### src/rtl/mux_nx1_stream.sv
// Registered NCH:1 stream selector with valid/ready handshake.
// Fixed-select or round-robin grant feeds a single output register; bad selects raise a sticky error.
module mux_nx1_stream #(
    parameter int DWL = 32,
    parameter int NCH = 4,
    parameter int SWL = 2
) (
    input  logic                 CLK,
    input  logic                 RST,
    input  logic [NCH*DWL-1:0]   In,
    input  logic [NCH-1:0]       InValid,
    output logic [NCH-1:0]       InReady,
    input  logic                 Mode,
    input  logic [SWL-1:0]       Sel,
    output logic [DWL-1:0]       Out,
    output logic                 OutValid,
    input  logic                 OutReady,
    output logic [SWL-1:0]       OutSel,
    output logic                 SelErr
);

    localparam int             LAST_I   = NCH - 1;
    localparam logic [SWL:0]   NCH_W    = NCH[SWL:0];
    localparam logic [SWL-1:0] LAST_IDX = LAST_I[SWL-1:0];
    localparam logic [SWL-1:0] ONE_IDX  = SWL'(32'd1);

    logic [DWL-1:0] ch_data_s [NCH];
    logic           free_s;
    logic           sel_ok_s;
    logic           grant_vld_s;
    logic [SWL-1:0] grant_idx_s;
    logic           xfer_s;

    logic [DWL-1:0] out_q, out_d;
    logic           out_valid_q, out_valid_d;
    logic [SWL-1:0] out_sel_q, out_sel_d;
    logic           sel_err_q, sel_err_d;
    logic [SWL-1:0] ptr_q, ptr_d;

    for (genvar k = 0; k < NCH; k++) begin : g_unpack
        assign ch_data_s[k] = In[k*DWL +: DWL];
    end

    assign free_s   = !out_valid_q || OutReady;
    assign sel_ok_s = ({1'b0, Sel} < NCH_W);
    assign xfer_s   = grant_vld_s && free_s && !RST;

    // Grant selection: explicit select, or first valid channel scanning up from ptr_q with wrap at NCH.
    always_comb begin
        logic [SWL:0] idx_v;
        grant_vld_s = 1'b0;
        grant_idx_s = '0;
        idx_v       = '0;
        if (Mode == 1'b0) begin
            if (sel_ok_s && InValid[Sel]) begin
                grant_vld_s = 1'b1;
                grant_idx_s = Sel;
            end else begin
                grant_vld_s = 1'b0;
            end
        end else begin
            for (int i = 0; i < NCH; i++) begin
                idx_v = {1'b0, ptr_q} + i[SWL:0];
                if (idx_v >= NCH_W) begin
                    idx_v = idx_v - NCH_W;
                end else begin
                    idx_v = idx_v;
                end
                if (!grant_vld_s && InValid[idx_v[SWL-1:0]]) begin
                    grant_vld_s = 1'b1;
                    grant_idx_s = idx_v[SWL-1:0];
                end else begin
                    grant_vld_s = grant_vld_s;
                end
            end
        end
    end

    // One-hot ready towards the granted producer, only while the slot can take a word.
    always_comb begin
        InReady = '0;
        for (int k = 0; k < NCH; k++) begin
            InReady[k] = xfer_s && (grant_idx_s == k[SWL-1:0]);
        end
    end

    // Next state of output stage, round-robin pointer and sticky select error.
    always_comb begin
        out_d       = out_q;
        out_valid_d = out_valid_q;
        out_sel_d   = out_sel_q;
        ptr_d       = ptr_q;
        sel_err_d   = sel_err_q;
        if (xfer_s) begin
            out_d       = ch_data_s[grant_idx_s];
            out_sel_d   = grant_idx_s;
            out_valid_d = 1'b1;
            if (Mode) begin
                ptr_d = (grant_idx_s == LAST_IDX) ? '0 : grant_idx_s + ONE_IDX;
            end else begin
                ptr_d = ptr_q;
            end
        end else if (free_s) begin
            out_valid_d = 1'b0;
        end else begin
            out_valid_d = out_valid_q;
        end
        if (!Mode && free_s && !sel_ok_s) begin
            sel_err_d = 1'b1;
        end else begin
            sel_err_d = sel_err_q;
        end
    end

    // State registers with synchronous reset.
    always_ff @(posedge CLK) begin
        if (RST) begin
            out_q       <= '0;
            out_valid_q <= 1'b0;
            out_sel_q   <= '0;
            sel_err_q   <= 1'b0;
            ptr_q       <= '0;
        end else begin
            out_q       <= out_d;
            out_valid_q <= out_valid_d;
            out_sel_q   <= out_sel_d;
            sel_err_q   <= sel_err_d;
            ptr_q       <= ptr_d;
        end
    end

    assign Out      = out_q;
    assign OutValid = out_valid_q;
    assign OutSel   = out_sel_q;
    assign SelErr   = sel_err_q;

endmodule

### config.mk
export PLATFORM = sky130hd
export DESIGN_NAME = mux_nx1_stream
export DESIGN_NICKNAME = d
export VERILOG_FILES = /design/src/rtl/mux_nx1_stream.sv
export SDC_FILE = /design/constraint.sdc
export NUM_CORES = 1
export LEC_CHECK = 0
export ABC_AREA = 1
export BUFFER_PORTS_ARGS = -buffer_cell sky130_fd_sc_hd__buf_4
export CORE_ASPECT_RATIO = 0.9
export CORE_UTILIZATION = 30
export CTS_CLUSTER_SIZE = 14
export DETAILED_ROUTE_END_ITERATION = 10
export SLEW_MARGIN = 20
export SYNTH_ARGS = -nofsm -noshare
export SYNTH_HDL_FRONTEND = slang
export SYNTH_SLANG_ARGS = --single-unit
### constraint.sdc
create_clock -name CLK -period 6 [get_ports CLK]
set_input_delay 0.9 -clock CLK [delete_from_list [all_inputs] [get_ports CLK]]
set_output_delay 0.9 -clock CLK [all_outputs]
set_load 0.005 [all_outputs]
After elaboration in Yosys (flattened, before gate mapping)
Cells that the tools add are included.
{"block": "totals", "n_memories": 0, "out_inout_bits": 40, "reg_bits": 37, "latchBits": 0, "mem_bits_rw": 0, "word_cells": 83, "inputBits": 138, "mem_bits_ro": 0}
{"block": "classes", "bitwise_logic": 1, "div_mod_pow": 0, "n_shift": 0, "n_lt_le_gt_ge": 10, "mul": 0, "n_mux": 39, "eq_ne": 3, "add_sub_neg": 8, "reduce_logical": 18}
{"cell": "32-bit binary-select mux with 2-bit select", "count": 1}
{"cell": "32-bit two-way mux", "count": 2}
{"cell": "2-bit two-way mux", "count": 15}
{"cell": "1-bit two-way mux", "count": 16}
{"cell": "2-bit by 3-bit < comparator with 1-bit output, second input constant", "count": 5}
{"cell": "3-bit >= comparator, second input constant", "count": 4}
{"cell": "1-bit binary-select mux with 2-bit select", "count": 5}
{"cell": "1-bit logical AND", "count": 9}
{"cell": "2-bit by 1-bit subtractor with 2-bit output, second input constant", "count": 4}
{"cell": "2-bit by 2-bit adder with 3-bit output, second input constant", "count": 2}
{"cell": "1-bit logical NOT", "count": 5}
{"cell": "2-bit equality test, second input constant", "count": 2}
{"cell": "2-bit by 1-bit adder with 3-bit output, second input constant", "count": 1}
{"cell": "2-bit by 3-bit >= comparator with 1-bit output, second input constant", "count": 1}
{"cell": "2-bit inverter with 3-bit output", "count": 1}
{"cell": "2-bit by 1-bit adder with 2-bit output, second input constant", "count": 1}
{"cell": "2-bit by 1-bit equality test with 1-bit output, second input constant", "count": 1}
{"cell": "2-bit logical NOT", "count": 1}
{"cell": "2-bit AND reduction", "count": 1}
{"cell": "2-bit nonzero test", "count": 1}
{"cell": "1-bit logical OR", "count": 1}

Depth between registers and ports, before layout
Gate-level depths: netlist (run 1).
{"block": "depth", "word_depth": 23, "mapped_depth": 17, "mapped_depth_nobuf": 15}

Worst setup path before layout (run 1)
No wires, ideal clock.
{"block": "synth_path", "path_type": "input -> output", "start": "input port InValid[3]", "end": "output port InReady[1]", "setup_slack_ns": 2.866, "arrival_ns": 2.234, "n_path_buf": 2, "path_stages": 14, "required_ns": 5.100, "path_cell_list": "inv_1 nand2_1 nand3_1 nand2_2 nor2_4 nand3_1 nand2_2 nand3_4 nand2_2 buf_6 buf_4 ha_1 inv_1 nor2_1"}
{"block": "synth_via", "elab_chain_cells": 19}
{"element": "from (decl)", "line_no": "11", "rtl": "input logic [NCH-1:0] InValid,"}
{"element": "1-bit binary-select mux with 2-bit select", "line_no": "69", "rtl": "if (!grant_vld_s && InValid[idx_v[SWL-1:0]]) begin"}
{"element": "1-bit two-way mux (implied by the code)", "line_no": "69"}
{"element": "1-bit two-way mux", "line_no": "69"}
{"element": "1-bit two-way mux", "line_no": "54", "rtl": "if (Mode == 1'b0) begin"}
{"element": "1-bit logical NOT", "line_no": "69"}
{"element": "1-bit logical AND", "line_no": "69"}
{"element": "1-bit two-way mux", "line_no": "69"}
{"element": "1-bit two-way mux", "line_no": "54"}
{"element": "[2 not listed]"}
{"element": "1-bit two-way mux", "line_no": "69"}
{"element": "1-bit two-way mux", "line_no": "54"}
{"element": "1-bit logical NOT", "line_no": "69"}
{"element": "1-bit logical AND", "line_no": "69"}
{"element": "1-bit two-way mux", "line_no": "69"}
{"element": "1-bit two-way mux", "line_no": "54"}
{"element": "1-bit logical AND (2 in a row)", "line_no": "46", "rtl": "assign xfer_s = grant_vld_s && free_s && !RST;"}
{"element": "1-bit logical AND *", "line_no": "83", "rtl": "InReady[k] = xfer_s && (grant_idx_s == k[SWL-1:0]);"}
{"element": "to (decl)", "line_no": "12", "rtl": "output logic [NCH-1:0] InReady,"}
Mark *: on every way between the ends. The rest lies on a longest branch, timed or not. The select of a mux whose other input is x is not followed.

Worst setup path in the final report (run 1)
Ends and elaborated chain as after synthesis.

==> results of run 1 <==
==> path summary, 6_finish.rpt <==
check,end,slack [ns],depth (start not counted)
setup / recovery,InReady[1],1.86,14
hold / removal,Out[1]$_SDFFE_PP0P_,0.47,2
setup reg to reg,Out[0]$_SDFFE_PP0P_,2.60,16
hold reg to reg,Out[1]$_SDFFE_PP0P_,0.47,2
==> critical path: cells and delay by family <==
kind / cells / cell delay, ns
buffers and inverters: 4 / 0.35
adders and majority gates: 1 / 0.25
and+or+nand+nor: 9 / 1.71
==> where the power goes <==
| part | internal (mW) | switching (mW) |
|---|---|---|
| Sequential | 0.289 | 0.0257 |
| Combinational | 0.196 | 0.222 |
| Clock | 0.163 | 0.0979 |
==> cell families (layout without fill, tap and decap cells) <==
group,Yosys count,after routing,synth area share [%]
simple gates,381,381,55.9
compound gates,10,10,1.64
other cells,1,1,0.123
fa+ha+maj,1,1,0.410
buf+inv,120,273,17.7
flops,37,37,24.3
==> cells in the mapped netlist, drive strengths merged <==
| master | number |
|---|---|
| nor3 | 3 |
| or2 | 16 |
| clkbuf | 12 |
| nor2 | 28 |
| nand3 | 147 |
| nand2 | 185 |
| dfxtp | 37 |
| nand3b | 2 |
| buf | 22 |
| clkinv | 1 |
| conb | 1 |
| inv | 85 |
| a21oi | 4 |
| ha | 1 |
| o21ai | 6 |
==> area by class of cell <==
| class | instances | area (sq um) | share of cell area, % |
|---|---|---|---|
| Clock buffer | 7 | 143 | 3.18 |
| Tap cell | 126 | 158 | 3.51 |
| Multi-Input combinational cell | 393 | 1770 | 39.5 |
| Timing Repair Buffer | 180 | 1350 | 30.1 |
| Sequential cell | 37 | 741 | 16.5 |
| Inverter | 86 | 323 | 7.19 |
==> routing by layer <==
metal | track usage [%] | up-vias
met5 | 0 | -
met1 | 26.9 | 1715
met2 | 33.5 | 158
met3 | 4.49 | 16
met4 | 6.03 | 0
li1 | - | 2003
==> flip-flops by register name (all words and copies together) (netlist names) <==
signal	flops
ptr_q	2
OutValid	1
Out	32
OutSel	2
==> flow_summary.json, run 1 <==
{
  "layout_common_cells": "182 x nand2_1, 180 x buf_4, 146 x nand3_1",
  "post_cts_buffers": 0,
  "post_synth.cell_area_avg_sq_um": 5.55,
  "antenna_found_initial": 0,
  "nets": 842,
  "cp_common_cell": "nand2_2",
  "tightestPinTransition_ns": 0.690,
  "crit_path_cell_trace": "buf_4 -> inv_1 -> nand2_1 -> nand3_1 -> nand2_2 -> nor2_4 -> nand3_1 -> nand2_2 -> nand3_4 -> nand2_2 -> ha_1 -> inv_1 -> nor2_1 -> buf_4",
  "start_kind": "input port",
  "clock_latency_ns": 0.28,
  "syn2layout_area_growth_pct": 47.0,
  "rsz0062_at_grt": "no",
  "ys_seq_elements": 37,
  "ys_warn_count": 0,
  "layout_setup_ws_ns": 1.86,
  "highest_layer": "met4",
  "startpoint": "InValid[3]",
  "final_cells": 829,
  "worst_path_max_delay_cell": "nand2_2",
  "status": "complete, no violations",
  "root_buffer": "clkbuf_16",
  "worstSetupEndpointType": "output pin",
  "postPlaceCellArea_sq_um": 4340,
  "start_util_pct": 31.2,
  "cp.arrival_ns": 3.24,
  "p_per_area_nw_per_um2": 221,
  "syn_inst": 550,
  "grt_overflow": 0,
  "total_power_uw": 994,
  "finalMaxSlewViolations": 0,
  "dp_slack_ns": 1.93,
  "fin_crit_sh_pct": 69.1,
  "min_period_ns": 4.14,
  "cts.sinks": 37,
  "place_congestion": 0.919,
  "finalHoldViolCount": 0,
  "via_count": 3892,
  "io-pin-count": 178,
  "synth_nets": 689,
  "num_rows": 34,
  "min_from": "Out[1]$_SDFFE_PP0P_",
  "cp_slowest_stage_delay_ns": 0.57,
  "m1WireLength_um": 4850,
  "drt_iter0_drc": 190,
  "setup_tns_ns": 0,
  "fill_cells": 1061,
  "portBuffers": 176,
  "cts-hold-fix-buffers": 0,
  "wl_per_cell_um": 13.0,
  "wl_um": 10800,
  "grt_pass1_vias": 3700,
  "dp_hpwl_um": 8170,
  "setup_viol_count_final": 0,
  "vdd_drop_max_mv": 0.124,
  "final_util_pct": 45.9,
  "skew_ns": 0.00420,
  "ctsLongestPathBuffers": 2,
  "p_leak_nw": 2.63,
  "synth.cell_area_sq_um": 3050,
  "synth_top_area_share_pct": 24.3,
  "final_antenna_net_count": 0,
  "drv_cap": 0,
  "grt_pass1_wl_um": 17400,
  "die_area_sq_um": 10600,
  "synth_cell_types": 23,
  "cts_tree": "done",
  "h-tree-depth": 2,
  "numCtsBuffers": 5,
  "synth.yosys.seq_area_share_pct": 24.3,
  "path_max_fanout": 43,
  "slew_headroom_pct": 54.0,
  "coreArea_sq_um": 9780,
  "max_freq_mhz": 241,
  "timing.rr.start": "ptr_q[0]$_SDFFE_PP0P_",
  "wl_met3_um": 773,
  "drive_gt1_share_pct": 30.9,
  "yosysTopAreaCell": "dfxtp_1",
  "die_h_um": 97.7,
  "drc": 0,
  "path_class": "input port to output pin",
  "whs_ns": 0.470,
  "yosys-top-cells-area": "dfxtp_1 24%, nand3_1 24%, nand2_1 22%, inv_1 9.7%, or2_2 3.3%",
  "grt_start_max_net_pins": 59,
  "cts.repair.resized": 0,
  "via_per_inst": 4.69,
  "fp.dieW_um": 108,
  "design_area_sq_um": 4490,
  "final_common_cell": "nand2_1",
  "wl_met2_um": 4980,
  "worstHoldPathType": "flop to flop",
  "drt_first_pass_iters": 5,
  "critical_path_required_ns": 5.10,
  "path_clk_slew_ns": 0.05,
  "diodes": 0,
  "track_usage_pct": 20.5,
  "dp_cells": 822
}
Note: power is estimated with default switching activity, not from simulation.
==> inputs of run 2 (changes only) <==
Clock period 6 ns to 3.9 ns, I/O delays scaled along.
==> run 2 against run 1 <==
Wire length decreased by 3.3%. Sequential share of layout area decreased by 0.087 points. Count of clock-buffer cells in the layout increased by 1. Clock skew decreased by 0.0011 ns. Setup slack got worse by 1.1 ns. Critical path depth decreased by 1. Final cell count increased by 0.60%. Highest routed layer unchanged.
==> flow_summary.json, run 2 (synthesized netlist as in run 1, its figures left out) <==
{
  "wl_per_cell_um": 12.5,
  "worstHoldPathType": "flop to flop",
  "path_max_fanout": 12,
  "drc": 0,
  "h-tree-depth": 2,
  "track_usage_pct": 20.0,
  "final_util_pct": 46.1,
  "finalMaxSlewViolations": 0,
  "grt_start_max_net_pins": 43,
  "cts.repair.resized": 0,
  "startpoint": "ptr_q[0]$_SDFFE_PP0P_",
  "layout_common_cells": "184 x buf_4, 182 x nand2_1, 146 x nand3_1",
  "final_antenna_net_count": 0,
  "path_class": "flop to output pin",
  "r2r_cells": 14,
  "post_cts_buffers": 0,
  "clock_latency_ns": 0.28,
  "numCtsBuffers": 5,
  "comb_power_share_pct": 42.7,
  "place_congestion": 0.845,
  "skew_ns": 0.00305,
  "status": "complete, no violations",
  "p_per_area_nw_per_um2": 336,
  "pwr-share-clk_pct": 25.5,
  "wl_um": 10400,
  "start_util_pct": 31.2,
  "grt_pass1_vias": 3647,
  "dp_hpwl_um": 8180,
  "cp.arrival_ns": 2.59,
  "nets": 846,
  "io-pin-count": 178,
  "path_clk_slew_ns": 0.06,
  "p_sw_share_pct": 34.8,
  "tightestPinTransition_ns": 1.01,
  "fp.dieW_um": 108,
  "die_h_um": 97.7,
  "power_frac_seq_pct": 31.8,
  "timing.rr.start": "ptr_q[0]$_SDFFE_PP0P_",
  "drt_first_pass_iters": 4,
  "worstSetupEndpointType": "output pin",
  "p_int_uw": 989,
  "slew_headroom_pct": 32.4,
  "drive_gt1_share_pct": 30.9,
  "grt_pass1_wl_um": 17000,
  "fin_crit_sh_pct": 81.5,
  "endpoint": "InReady[2]",
  "critical_path_required_ns": 3.31,
  "finalHoldViolCount": 0,
  "num_rows": 34,
  "min_period_ns": 3.18,
  "root_buffer": "clkbuf_16",
  "grt_overflow": 0,
  "final_common_cell": "buf_4",
  "antenna_found_initial": 0,
  "dp_slack_ns": 0.918,
  "coreArea_sq_um": 9780,
  "drv_cap": 0,
  "largest_register_ffs": 32,
  "cts_tree": "done",
  "layout_setup_ws_ns": 0.722,
  "via_count": 3847,
  "portBuffers": 176,
  "cts-hold-fix-buffers": 0,
  "rsz0062_at_grt": "no",
  "setup_tns_ns": 0,
  "via_per_inst": 4.61,
  "p_sw_uw": 527,
  "start_kind": "flop",
  "syn2layout_area_growth_pct": 47.7,
  "vdd_drop_max_mv": 0.201,
  "max_freq_mhz": 315,
  "ctsLongestPathBuffers": 2,
  "rrSetupSlack_ns": 0.97,
  "drt_iter0_drc": 164,
  "setup_viol_count_final": 0,
  "p_leak_nw": 2.64,
  "timing.rr.end": "Out[21]$_SDFFE_PP0P_",
  "die_area_sq_um": 10600,
  "diodes": 0,
  "cts.sinks": 37
}
==> run 2: cell type report <==
cell class / instances / area (sq um)
clock buffer: 8 / 136
fill: 1102 / 5270
inverter: 86 / 323
multi-input combinational: 393 / 1770
sequential: 37 / 741
tap: 126 / 158
timing repair buffer: 184 / 1380
==> run 2: worst min-delay path by stage <==
| stage | slack, ns | start | endpoint | cells after the start |
|---|---|---|---|---|
| finish | 0.47 | Out[11]$_SDFFE_PP0P_ | Out[11]$_SDFFE_PP0P_ | 2 |
| CTS | 0.47 | Out[2]$_SDFFE_PP0P_ | Out[2]$_SDFFE_PP0P_ | 2 |
| floorplan | 0.46 | Out[12]$_SDFFE_PP0P_ | Out[12]$_SDFFE_PP0P_ | 2 |
| detailed placement | 0.46 | Out[11]$_SDFFE_PP0P_ | Out[11]$_SDFFE_PP0P_ | 2 |
| global route | 0.50 | Out[14]$_SDFFE_PP0P_ | Out[14]$_SDFFE_PP0P_ | 2 |
| global placement | 0.46 | Out[1]$_SDFFE_PP0P_ | Out[1]$_SDFFE_PP0P_ | 2 |
==> run 2: metal layers <==
metal / GRT usage [%] / vias to the layer above / wire [um]
met1: 26.1 / 1711 / 4710
met2: 33.7 / 118 / 4900
met4: 3.95 / 0 / 108
li1: - / 2010 / -
met5: 0 / - / 0
met3: 4.49 / 8 / 712
==> run 2: worst max-delay path, cell delays in order (launching register included) <==
cell and delay (ns):
dfxtp_1 0.54, inv_2 0.16, nand2_1 0.09, nand2_1 0.09
nand2_1 0.08, nand2_1 0.09, nor2_4 0.12, nand2_1 0.06
o21ai_1 0.11, nand2_1 0.07, nand2_1 0.39, buf_4 0.28
nor3_1 0.08, buf_4 0.16
==> run 2: power groups by stage <==
stage,clock (mW),combinational [mW],sequential [mW]
2_1_floorplan,0,0.378,0.490
3_3_place_gp,0,0.647,0.488
3_5_place_dp,0,0.652,0.490
4_1_cts,0.398,0.654,0.483
5_1_grt,0.415,0.730,0.491
6_report,0.387,0.647,0.483
==> run 2: per-stage QoR <==
stage / area, sq um / cells / power (mW) / hold slack, ns
finish: 4510 / 834 / 1.52 / 0.471
global placement: 4370 / 826 / 1.13 / 0.459
floorplan: 3050 / 550 / 0.867 / 0.464
global route: 4510 / 834 / 1.64 / 0.497
detailed placement: 4370 / 826 / 1.14 / 0.464
CTS: 4510 / 834 / 1.53 / 0.473
==> inputs of run 3 (changes only) <==
Clock period 3.9 ns to 2.8 ns, I/O delays scaled along.
==> run 3 against run 2 <==
Final cell count increased by 0.96%. First-iteration DRC count shrank 12%. Utilization up 1.2 points. Via count grew 2.6%. Die area is the same. Clock power is 68% higher. Sequential power up 39%. Clock skew is 0.0027 ns higher. Register-to-register slack worse by 0.54 ns. Setup slack lost 0.48 ns. Non-clock buffer count rose by 8. Total power rose by 49%. Critical path type unchanged.
==> flow_summary.json, run 3 (synthesized netlist as in run 1, its figures left out) <==
{
  "max_freq_mhz": 391,
  "path_max_fanout": 11,
  "grt_pass1_vias": 3782,
  "clock_latency_ns": 0.28,
  "final_cells": 842,
  "dp_cells": 833,
  "cts_tree": "done",
  "p_sw_share_pct": 33.0,
  "drt_first_pass_iters": 5,
  "p_int_mw": 1.51,
  "cts.sinks": 37,
  "worst_path_max_delay_cell": "dfxtp_4",
  "nets": 854,
  "fin_crit_sh_pct": 91.4,
  "via_count": 3946,
  "worstHoldPathType": "input port to flop",
  "layout_common_cells": "192 x buf_4, 181 x nand2_1, 146 x nand3_1",
  "power_frac_seq_pct": 29.8,
  "rsz0062_at_grt": "no",
  "comb_power_share_pct": 41.3,
  "critical_path_required_ns": 2.38,
  "drc": 0,
  "finalHoldViolCount": 0,
  "numCtsBuffers": 5,
  "final_common_cell": "buf_4",
  "p_sw_uw": 744,
  "slew_headroom_pct": 53.9,
  "postPlaceCellArea_sq_um": 4430,
  "worstSetupEndpointType": "output pin",
  "fp.dieW_um": 108,
  "drv_cap": 0,
  "pwr-share-clk_pct": 28.9,
  "status": "complete, no violations",
  "dp_slack_ns": 0.180,
  "vdd_drop_max_mv": 0.225,
  "dp_hpwl_um": 8410,
  "min_period_ns": 2.56,
  "path_clk_slew_ns": 0.06,
  "ctsLongestPathBuffers": 2,
  "design_area_sq_um": 4630,
  "wl_um": 10700,
  "die_area_sq_um": 10600,
  "coreArea_sq_um": 9780,
  "cts-hold-fix-buffers": 0,
  "p_per_area_nw_per_um2": 487,
  "via_per_inst": 4.69,
  "grt_pass1_wl_um": 17500,
  "cp.arrival_ns": 2.14,
  "grt_overflow": 0,
  "portBuffers": 176,
  "root_buffer": "clkbuf_16",
  "skew_ns": 0.00572,
  "layout_setup_ws_ns": 0.240,
  "tightestPinTransition_ns": 0.691,
  "antenna_found_initial": 0,
  "diodes": 0,
  "setup_viol_count_final": 0,
  "final_antenna_net_count": 0,
  "syn2layout_area_growth_pct": 51.6,
  "finalMaxSlewViolations": 0,
  "num_rows": 34,
  "total_power_mw": 2.25,
  "drt_iter0_drc": 145,
  "h-tree-depth": 2,
  "wl_per_cell_um": 12.7,
  "start_util_pct": 31.2,
  "place_congestion": 0.894,
  "drive_gt1_share_pct": 32.4,
  "p_leak_nw": 2.71,
  "crit_path_cell_trace": "inv_2 -> nand2_1 -> nand3_1 -> nand2_2 -> nor2_4 -> nand3_1 -> nand2_2 -> nand3_4 -> nand2_4 -> ha_1 -> inv_1 -> nor2_1 -> buf_4",
  "start_kind": "flop",
  "io-pin-count": 178,
  "die_h_um": 97.7,
  "track_usage_pct": 20.7,
  "setup_tns_ns": 0,
  "cp_slowest_stage_delay_ns": 0.38,
  "grt_start_max_net_pins": 43,
  "path_class": "flop to output pin",
  "largest_register_ffs": 32
}
-- run 3: critical path: cells and delay by family, from the launching register on --
kind	cells	cell delay, ns
AND/OR/NAND/NOR	9	1.00
flip-flops	1	0.38
buffers and inverters	3	0.32
adder cells (fa/ha/maj)	1	0.17
-- run 3: power by group through the flow --
stage	sequential [mW]	clock [mW]	combinational, mW
global route	0.683	0.699	1.04
finish	0.671	0.651	0.931
detailed placement	0.680	0	0.926
global placement	0.678	0	0.920
floorplan	0.682	0	0.526
CTS	0.671	0.667	0.931
-- run 3: metal layers --
metal | vias up | track usage [%] | share of wire [%]
li1 | 2028 | - | -
met2 | 121 | 34.7 | 48
met4 | 0 | 4.16 | 0.75
met3 | 8 | 5.37 | 6.4
met5 | - | 0 | 0
met1 | 1789 | 26.5 | 45
-- run 3: final timing paths --
path | start | to | slack, ns | cells after the start
worst max-delay path | ptr_q[0]$_SDFFE_PP0P_ | InReady[1] | 0.24 | 13
worst min-delay path | RST | ptr_q[0]$_SDFFE_PP0P_ | 0.34 | 2
worst max register to register | ptr_q[0]$_SDFFE_PP0P_ | Out[20]$_SDFFE_PP0P_ | 0.43 | 15
worst min register to register | Out[0]$_SDFFE_PP0P_ | Out[0]$_SDFFE_PP0P_ | 0.47 | 2
-- run 3: timing repair --
item	CTS	global route
buffers inserted	0	1
resized for setup	2	4
endpoints found under the setup margin	2	9
pin swaps	0	1
-- run 3: metrics by stage --
step,hold slack [ns],utilization (%)
after floorplan,0.464,-
final,0.336,47.3
after global routing,0.325,47.3
after detailed placement,0.462,45.2
after CTS,0.328,47.1
after global placement,0.459,45.2
-- run 3: layout make-up --
class / count / area [sq um]
Sequential cell: 37 / 744
Multi-Input combinational cell: 393 / 1790
Fill cell: 1067 / 5150
Clock buffer: 7 / 143
Clock inverter: 1 / 30.0
Tap cell: 126 / 158
Inverter: 86 / 323
Timing Repair Buffer: 192 / 1440
